--- config.mk ---
export PLATFORM = sky130hd
export DESIGN_NAME = remap_cache_fill_ctrl
export DESIGN_NICKNAME = d
export VERILOG_FILES = /design/src/rtl/remap_cache_fill_ctrl.sv
export SDC_FILE = /design/constraint.sdc
export NUM_CORES = 1
export LEC_CHECK = 0
export ABC_AREA = 1
export CAP_MARGIN = 10
export CORE_AREA = 2 2 425 427
export DETAILED_ROUTE_END_ITERATION = 6
export DIE_AREA = 0 0 427 429
export GPL_ROUTABILITY_DRIVEN = 0
export GPL_TIMING_DRIVEN = 0
export HOLD_SLACK_MARGIN = 0.12
export PLACE_DENSITY = 0.36
export SLEW_MARGIN = 20
export SYNTH_ARGS = -nofsm -noshare
export SYNTH_HDL_FRONTEND = slang
export SYNTH_SLANG_ARGS = --single-unit
--- constraint.sdc ---
create_clock -name i_clk -period 3 [get_ports i_clk]
set_input_delay 0.45 -clock i_clk [delete_from_list [all_inputs] [get_ports i_clk]]
set_output_delay 0.45 -clock i_clk [all_outputs]
set_load 0.1 [all_outputs]
--- src/rtl/remap_cache_fill_ctrl.sv ---
// remap_cache_fill_ctrl: per-slot fill/lifetime control, cache write beats and read gating
`timescale 1ns/1ps
module remap_cache_fill_ctrl #(
    parameter int N_ICFG  = 4,
    parameter int HBW     = 8,
    parameter int VSIZE   = 32,
    parameter int DBW     = 16,
    parameter int ICFG_BW = $clog2(N_ICFG + 1)
) (
    input  logic                 i_clk,
    input  logic                 i_rst,
    input  logic                 alloc_rdy,
    output logic                 alloc_ack,
    input  logic [ICFG_BW-1:0]   i_alloc_id,
    input  logic [HBW-1:0]       i_alloc_base,
    input  logic [HBW:0]         i_alloc_len,
    input  logic                 fill_rdy,
    output logic                 fill_ack,
    input  logic [VSIZE*DBW-1:0] i_fill_data,
    output logic                 wad_dval,
    output logic [ICFG_BW-1:0]   o_wid,
    output logic [HBW-1:0]       o_whiaddr,
    output logic [VSIZE*DBW-1:0] o_wdata,
    input  logic                 up_ra_rdy,
    output logic                 up_ra_ack,
    input  logic [ICFG_BW-1:0]   i_rid,
    output logic                 ra_rdy,
    input  logic                 ra_ack,
    input  logic                 free_dval,
    input  logic                 i_false_alloc,
    input  logic [ICFG_BW-1:0]   i_free_id,
    output logic [N_ICFG-1:0]    o_slot_ready,
    output logic                 o_err
);
    localparam int NX = 1 << ICFG_BW;
    typedef enum logic [1:0] {EMPTY, FILLING, READY} slot_t;
    typedef enum logic {IDLE, FILL} state_t;
    slot_t slot [N_ICFG];
    state_t state, state_n;
    logic [N_ICFG-1:0] is_empty, is_ready;
    logic [NX-1:0] empty_x, ready_x;
    logic [ICFG_BW-1:0] id_q;
    logic [HBW-1:0] base_q;
    logic [HBW:0] len_q, cnt;
    logic last_q, fill_last, free_ok;
    always_comb begin
        for (int i = 0; i < N_ICFG; i++) begin
            is_empty[i] = slot[i] == EMPTY;
            is_ready[i] = slot[i] == READY;
        end
    end
    assign empty_x = NX'(is_empty);
    assign ready_x = NX'(is_ready);
    assign o_slot_ready = is_ready;
    assign fill_last = (cnt + (HBW+1)'(1)) == len_q;
    assign free_ok = free_dval & ~i_false_alloc;
    assign ra_rdy = up_ra_rdy & ready_x[i_rid];
    assign up_ra_ack = ra_ack;
    always_ff @(posedge i_clk) begin
        if (i_rst) state <= IDLE;
        else state <= state_n;
    end
    always_comb begin
        state_n = state;
        alloc_ack = 1'b0;
        fill_ack = 1'b0;
        if (state == IDLE) begin
            alloc_ack = alloc_rdy & empty_x[i_alloc_id];
            state_n = (alloc_ack && i_alloc_len != '0) ? FILL : IDLE;
        end else begin
            fill_ack = fill_rdy;
            state_n = (fill_ack && fill_last) ? IDLE : FILL;
        end
    end
    always_ff @(posedge i_clk) begin
        if (i_rst) begin
            wad_dval <= 1'b0;
            last_q <= 1'b0;
            o_wid <= '0;
            o_whiaddr <= '0;
            o_wdata <= '0;
            o_err <= 1'b0;
            id_q <= '0;
            base_q <= '0;
            len_q <= '0;
            cnt <= '0;
            for (int i = 0; i < N_ICFG; i++) slot[i] <= EMPTY;
        end else begin
            wad_dval <= fill_ack;
            last_q <= fill_ack & fill_last;
            o_err <= o_err | (free_ok & ~ready_x[i_free_id]);
            if (alloc_ack) begin
                id_q <= i_alloc_id;
                base_q <= i_alloc_base;
                len_q <= i_alloc_len;
                cnt <= '0;
            end
            if (fill_ack) begin
                cnt <= cnt + (HBW+1)'(1);
                o_wid <= id_q;
                o_whiaddr <= base_q + cnt[HBW-1:0];
                o_wdata <= i_fill_data;
            end
            for (int i = 0; i < N_ICFG; i++) begin
                if (last_q && id_q == ICFG_BW'(i))
                    slot[i] <= READY;
                else if (alloc_ack && i_alloc_id == ICFG_BW'(i))
                    slot[i] <= (i_alloc_len == '0) ? READY : FILLING;
                else if (free_ok && i_free_id == ICFG_BW'(i) && slot[i] == READY)
                    slot[i] <= EMPTY;
            end
        end
    end
endmodule

After elaboration in Yosys (flattened, before gate mapping)
Memory sizes are Yosys's and may differ from the RTL's.
Cells that the tools add are included.
Word-level totals
  memory bits (read-only): 0
  bits in latches: 0
  bits of input ports: 546
  flip-flop bits (word level): 556
  memory bits (writable): 8
  output and inout bits: 533
  memories: 1
  logic and storage cells: 155
Cells by class
  mux-type cells: 76
  bitwise gates (word level): 20
  multiply operators: 0
  reduce and logical (&&, ||, !) cells: 28
  $lt $le $gt $ge: 3
  shift-type cells: 0
  div/mod/pow operators: 0
  equality and inequality tests: 14
  $add $sub $neg: 2
Memory list
  slot: depth 4, width 2, read ports 4, clocked after Yosys merged registers in 0, wr ports 4, RTL line 38  | slot_t slot [N_ICFG];
Operator list (count)
  1-bit two-way mux: 58
  2-bit two-way mux: 13
  3-bit by 2-bit equality test with 1-bit output, second input constant: 6
  1-bit logical AND: 18
  9-bit two-way mux: 2
  1-bit OR: 13
  3-bit by 4-bit < comparator with 1-bit output, second input constant: 3
  9-bit by 1-bit adder with 9-bit output, second input constant: 1
  1-bit binary-select mux with 3-bit select: 3
  3-bit by 1-bit equality test with 1-bit output, second input constant: 3
  9-bit equality test: 1
  3-bit zero test: 3
  9-bit zero test: 1
  9-bit nonzero test: 1
  8-bit adder: 1
  2-bit equality test, second input constant: 4
  2-bit zero test: 4
  1-bit AND: 5
  1-bit NOT: 2
  2-bit nonzero test: 1

Depth between registers and ports, before layout
Gate-level depths: netlist of run 1.
An unclocked memory read counts as a cell.
  word-level depth: 13
  gate-level depth with buffers: 12
  gate-level depth less buffers: 12

Worst setup path after synthesis of run 1
OpenSTA, ideal clock, no wires.
  path type: reg-to-output
  start: memory slot[1][0] in the netlist's numbering
  end: output ra_rdy
  buffers on the path: 0
  required time: 2550 ps
  data arrival time: 3474 ps
  cell stages (with the launch flop): 8
  setup slack: -924 ps
  cell sequence: edfxtp_1 -> nor2_1 -> inv_1 -> a21oi_1 -> o21ai_0 -> nand2_1 -> nand2_1 -> nor2_1
RTL lines
  from (decl): RTL line 38
  to (decl): RTL line 27  | output logic ra_rdy,

Worst setup path in the final report of run 1
  start: register o_wdata[113]
  end: output o_wdata[113]
RTL lines
  from (decl): RTL line 23  | output logic [VSIZE*DBW-1:0] o_wdata,
  from (signal assigned): RTL line 102  | o_wdata <= i_fill_data;
No word-level cell between the ends.

==> results of run 1 <==
[final cells by class]
cell class / instances / share of cell area (%)
buffer: 184 / 2.16
tap: 2355 / 8.10
clock buffer: 119 / 6.38
antenna: 11 / 0.0757
inverter: 50 / 0.516
timing repair buffer: 1078 / 28.9
multi-input combinational: 1813 / 21.7
clock inverter: 22 / 0.980
sequential: 564 / 31.3
[power groups by stage]
stage	clock network, µW	logic [µW]	registers [µW]
global route	10600	5430	8120
finish	9950	5160	8090
floorplan	0	851	10500
detailed placement	0	5200	8250
global placement	0	5240	8240
CTS	10400	5210	8090
[worst min-delay path by stage]
stage | startpoint | end | slack [ps]
4_1_cts | i_fill_data[206] | o_wdata[206]$_SDFFE_PP0P_ | 270
2_1_floorplan | len_q[2]$_SDFFE_PP0P_ | len_q[2]$_SDFFE_PP0P_ | 440
5_1_grt | i_fill_data[422] | o_wdata[422]$_SDFFE_PP0P_ | 330
3_5_place_dp | len_q[2]$_SDFFE_PP0P_ | len_q[2]$_SDFFE_PP0P_ | 460
6_report | i_fill_data[275] | o_wdata[275]$_SDFFE_PP0P_ | 370
3_3_place_gp | o_whiaddr[7]$_SDFFE_PP0P_ | o_whiaddr[7]$_SDFFE_PP0P_ | 460
[state kept, by name, indices dropped and copies added, names as in the netlist, 3 cells and up]
| register | count |
|---|---|
| base_q | 8 |
| cnt | 9 |
| id_q | 3 |
| len_q | 9 |
| o_wdata | 512 |
| o_whiaddr | 8 |
| o_wid | 3 |
| slot | 8 |
[per-stage QoR]
| stage | hold WS [ps] | setup TNS (ps) | util (%) | instance area [µm²] | power [µW] |
|---|---|---|---|---|---|
| global placement | 461 | -55420 | 19.1 | 34000 | 13500 |
| finish | 370 | 0 | 20.4 | 36400 | 23200 |
| global route | 333 | 0 | 20.4 | 36400 | 24200 |
| detailed placement | 458 | -49080 | 18.9 | 33700 | 13500 |
| floorplan | 441 | 0 | - | 20200 | 11400 |
| CTS | 269 | 0 | 20.4 | 36400 | 23700 |
[metal layers]
layer,vias to the layer above,global-route usage [%],routed length [µm]
li1,10800,-,-
met1,10300,17.6,58600
met2,738,26.1,71100
met3,158,6.27,13600
met4,6,4.31,3180
met5,-,0,34
[synth_stat cells (6+ instances only)]
master,n,area share (%)
dfxtp_1,556,55
nand3_1,15,0.37
ha_1,8,0.50
buf_2,55,1.4
edfxtp_1,8,1.2
inv_1,49,0.91
o21ai_0,549,14
nand2_1,68,1.3
clkbuf_1,126,2.3
nor3_1,8,0.20
nor4_1,6,0.19
nor2_1,1074,20
a21oi_1,41,1.0
nand4_1,10,0.31
[logic make-up after synthesis]
kind of cell | after synthesis
and+or+nand+nor | 1198
AOI/OAI and AO/OA | 600
DFF | 564
buffers and inverters | 236
adders and majority gates | 9
xor gates and xnor gates | 6
==> results.ini, run 1 <==
[synth]
ys_warn_count = 0
mappedNetlistArea_mm2 = 0.0202
yosys.area_share.simple_pct = 23.0
syn_avg_cell_area_um2 = 7.73
yosys-mux-area-fraction_pct = 0
synth-adder-area-share_pct = 0.594
synth_top_family_by_area = simple AND/OR/NAND/NOR gates
synth_compound_area_share_pct = 15.0
ys_seq_area_share_pct = 56.3
ys_ff_latch = 564
yosysUniqueCellTypes = 41
synth_top_flop_cell = dfxtp_1
synth_xor_area_share_pct = 0.328
synth_edf_count = 8
syn_inst = 2613
synth_nets = 3168
synthArstFlopShare_pct = 0

[die]
boundaryPins = 1079
die_h_um = 429
dieWidth_um = 427
core_area_mm2 = 0.178
die_area_mm2 = 0.183
rows = 155
start_util_pct = 11.4

[detailed_routing]
vias = 22000
routed_wl_mm = 146
antenna_left = 0
viasPerCell = 3.55
drt_iter0_markers = 1380
first_pass_iters = 5
drcViolationCount = 0
avgRoutedWirePerCell_um = 23.6

[power]
p_comb_share_pct = 22.2
swShare_pct = 34.1
peakVddDrop_mv = 0.334
p_leak_uw = 0.0130
p_int_uw = 15300
p_sw_uw = 7920
pwr-share-seq_pct = 34.9
pwr-share-clk_pct = 42.9
powerDensity_mw_per_mm2 = 638

[clock_network]
clk_latency_ps = 700
clock_sinks = 564
cts_setup_buffers = 0
htreeDepth = 3
clk_path_buf_depth = 3
cts_tree = done
post_cts_resized = 23
clk_pin_slew_ps = 60
clock_tree.root_cell = clkbuf_16
cts_buffers = 79
holdBufCountCts = 0

[timing]
setup_viol = 0
timing.final.crit_share_pct = 97.0
rsz0062_at_grt = no
relSlewSlack_pct = 19.1
fin_ws_ps = 90.5
max_freq_mhz = 344
report.final.slew_viol_count = 0
worst_pin_slew_ps = 1210
final_hold_viol_count = 0
finClkSkew_ps = 41.5
finalCriticalPeriod_ps = 2910

[placement]
dp_cells = 6046
dp_hpwl_mm = 121
dp_slack_ps = -1110
numPortBuffers = 1077

[worst_setup_path]
r2r_cells = 6
cp_num_buf_inv = 1
reg2reg_slack_ps = 320
cp-end-kind = output pin
critPathSlowestCell = clkdlybuf4s50_1
critPathMaxStageDelay_ps = 1240
endpoint = o_wdata[113]
cp.required_ps = 2550
r2r_end = o_wdata[285]$_SDFFE_PP0P_
startpoint = o_wdata[113]$_SDFFE_PP0P_
path_class = reg -> out
cp_num_cells = 1
cp_top_family = buffers and inverters
arrival_ps = 2460
start_kind = flip-flop
worstPathCellList = clkdlybuf4s50_1
r2r-start = state$_SDFF_PP0_
cp_max_fo = 2

[final_layout]
fillers = 20000
final_common_cell = nor2_1
nNetsFinal = 4325
drive_gt1_share_pct = 6.87
fin_cells = 6196
final_cell_mix = nor2_1, clkdlybuf4s50_1, dfxtp_1
seq_area_mm2 = 0.0114
area_growth_syn_to_layout_pct = 80.0
multiInputGateArea_mm2 = 0.00788

[global_route]
grt_pass1_wl_mm = 192
grt-ovfl-total = 0
antenna_found_initial = 39
grtUsageTotal_pct = 15.4
grt_max_degree = 20
grt_pass1_vias = 21400

[run_status]
status = finished, final reports clean

[min_path]
min_path_cells = 3
hp-class = in -> reg

[job]
max_cap_violations = 0

No activity file was read; power rests on OpenSTA's default activity.
==> inputs of run 2 (changes only) <==
--- a/config.mk
+++ b/config.mk
@@ -5,11 +5,10 @@
 export SDC_FILE = /design/constraint.sdc
 export NUM_CORES = 1
 export LEC_CHECK = 0
-export ABC_AREA = 1
-export CAP_MARGIN = 10
-export CORE_AREA = 2 2 425 427
+export CAP_MARGIN = 40
+export CORE_AREA = 2 2 424 426
 export DETAILED_ROUTE_END_ITERATION = 6
-export DIE_AREA = 0 0 427 429
+export DIE_AREA = 0 0 426 428
 export GPL_ROUTABILITY_DRIVEN = 0
 export GPL_TIMING_DRIVEN = 0
 export HOLD_SLACK_MARGIN = 0.12
==> run 2 against run 1 <==
Against the previous run: clock skew is 14 ps lower; die area decreased by 0.47%; non-clock buffer count rose by 489; sequential power down 3.2%; area after synthesis shrank 0.22%; final cell count up 6.8%; synthesized cell count is 2.8% lower; register-to-register slack barely moved; setup slack gained 170 ps; flip-flop and latch count stayed put; highest routed layer unchanged.
==> results.ini, run 2 <==
[run_status]
status = finished, final reports clean

[die]
rows = 155  ; unchanged
core_area_mm2 = 0.178  ; -0.22%
boundaryPins = 1079  ; unchanged
start_util_pct = 11.4  ; about the same
die_area_mm2 = 0.182  ; -0.47%
dieWidth_um = 426  ; -0.23%
die_h_um = 428  ; -0.23%

[timing]
finalCriticalPeriod_ps = 2740  ; -169 ps
relSlewSlack_pct = 40.9  ; +22 points
fin_ws_ps = 260  ; +169 ps
timing.final.crit_share_pct = 91.3  ; -5.6 points
final_hold_viol_count = 0  ; unchanged
worst_pin_slew_ps = 886  ; -323 ps
timing.hold.ws_ps = 302  ; -68.5 ps
report.final.slew_viol_count = 0  ; unchanged
finClkSkew_ps = 27.3  ; -14.2 ps
max_freq_mhz = 365  ; +6.2%
setup_viol = 0  ; unchanged
rsz0062_at_grt = no

[power]
powerDensity_mw_per_mm2 = 464  ; -27%
peakVddDrop_mv = 0.332  ; -0.76%
total_power_uw = 22300  ; -3.9%
p_leak_uw = 0.0171  ; +31%

[detailed_routing]
drt_iter0_markers = 1112  ; -19%
routed_wl_mm = 148  ; +0.80%
drcViolationCount = 0  ; unchanged
antenna_left = 0  ; unchanged
first_pass_iters = 6  ; +1
avgRoutedWirePerCell_um = 22.3  ; -5.7%
vias = 24200  ; +10%
viasPerCell = 3.65  ; +3.0%

[final_layout]
nNetsFinal = 4742  ; +9.6%
final_area_mm2 = 0.0481  ; +32%
largest-register = o_wdata
fin_cells = 6620  ; +6.8%
final_cell_mix = nand2_1, clkdlybuf4s50_1, dfxtp_1
drive_gt1_share_pct = 16.8  ; +10 points
final_common_cell = nand2_1
area_growth_syn_to_layout_pct = 138
largest_register_ffs = 512  ; unchanged
largestRegisters = o_wdata: 512 flops, cnt: 9 flops, len_q: 9 flops

[synth]
ys_seq_area_share_pct = 56.4  ; +0.13 points
synth_commonest_cells = nand2_1, dfxtp_1, a21oi_1, clkbuf_1, nor2_1
synth_edf_count = 8  ; unchanged
yosysMostFrequentCell = nand2_1
synthArstFlopShare_pct = 0  ; unchanged
mappedNetlistArea_mm2 = 0.0202  ; -0.22%
yosys-top-cells-area = dfxtp_1, nand2_1, a21oi_1
synth_nets = 3094  ; -2.3%
ys_warn_count = 0  ; unchanged
syn_inst = 2539  ; -2.8%
ys_ff_latch = 564  ; unchanged
yosysUniqueCellTypes = 58  ; +41%
syn_avg_cell_area_um2 = 7.94  ; +2.7%
yosysTopAreaCell = dfxtp_1
post-synth-top-area-fraction_pct = 55.2  ; +0.12 points
synth_top_flop_cell = dfxtp_1

[clock_network]
clk_pin_slew_ps = 70  ; about the same
cts_tree = done
cts_buffers = 81  ; +2.5%
clock_tree.root_cell = clkbuf_16
clk_latency_ps = 700  ; about the same
clk_path_buf_depth = 3  ; unchanged
clock_sinks = 564  ; unchanged
htreeDepth = 3  ; unchanged

[global_route]
grt-ovfl-total = 0  ; unchanged
grt_pass1_wl_mm = 201  ; +4.8%
grt_max_degree = 12  ; -40%
grt_pass1_vias = 24600  ; +15%
antenna_found_initial = 55  ; +41%
grtUsageTotal_pct = 15.8  ; +0.39 points

[placement]
dp_cells = 6457  ; +6.8%
dp_hpwl_mm = 122  ; +0.61%
numPortBuffers = 1077  ; unchanged
dp_slack_ps = -1250  ; -136 ps
postPlaceCellArea_mm2 = 0.0452  ; +34%

[worst_setup_path]
cp.required_ps = 2550  ; about the same
path_class = in -> out
cp_max_fo = 10  ; +8
r2r_cells = 8  ; +2
start_kind = input pin
cp-end-kind = output pin
arrival_ps = 2290  ; -170 ps

[min_path]
hp-class = in -> reg
min_path_cells = 3  ; unchanged

[job]
max_cap_violations = 0  ; unchanged

run 2: logic make-up after synthesis:
logic type | Yosys count | share of synthesized area [%]
mux | 22 | 1.09
compound gates | 582 | 15.1
xor+xnor | 14 | 0.608
flops | 564 | 56.4
fa+ha+maj | 9 | 0.596
simple gates | 1152 | 22.4
buf+inv | 196 | 3.78
run 2: per-stage QoR:
step                      utilization (%)  TNS, ps
after floorplan                         -        0
after global placement               19.1  -571060
after detailed placement             25.4  -244360
after CTS                            27.0        0
after global routing                 27.1        0
final                                27.1        0
run 2: power by group:
part           switching (µW)  internal, µW  total (µW)  leakage, µW
logic                    2500          1850        4350       0.0111
clock network            4050          6060       10100      0.00134
registers                 117          7710        7830      0.00458
total                    6670         15600       22300       0.0171
run 2: critical path, stage by stage:
cell and delay, ps:
clkdlybuf4s50_1 610, nand2_8 130, buf_12 170, inv_16 100, clkbuf_16 160, clkbuf_8 160
dlygate4sd2_1 270, buf_12 180
run 2: metal layers:
layer	up-vias	share of wire, %	GRT usage (%)
met5	-	0.018	0
met4	4	3.1	5.51
met3	239	7.0	5.08
met2	728	50	27.5
met1	11600	40	18.0
li1	11600	-	-
run 2: final cells by class:
type	count	area, µm²
timing repair buffer	1565	22000
inverter	10	53.8
multi-input combinational	1779	8090
clock buffer	110	2370
sequential	564	11400
buffer	186	768
clock inverter	30	377
fill	18800	130000
tap	2355	2950
antenna	21	52.6
run 2: path summary, 6_finish.rpt:
path | start | to | slack (ps)
min | i_fill_data[490] | o_wdata[490]$_SDFFE_PP0P_ | 300
max | fill_rdy | fill_ack | 260
min reg2reg | o_wdata[86]$_SDFFE_PP0P_ | o_wdata[86]$_SDFFE_PP0P_ | 450
max reg2reg | state$_SDFF_PP0_ | o_wdata[496]$_SDFFE_PP0P_ | 320
run 2: timing repair:
item                                    CTS  global route
buffers inserted                          1             0
resized for setup                        21             0
hold buffers                              0             0
endpoints found under the setup margin  113             0
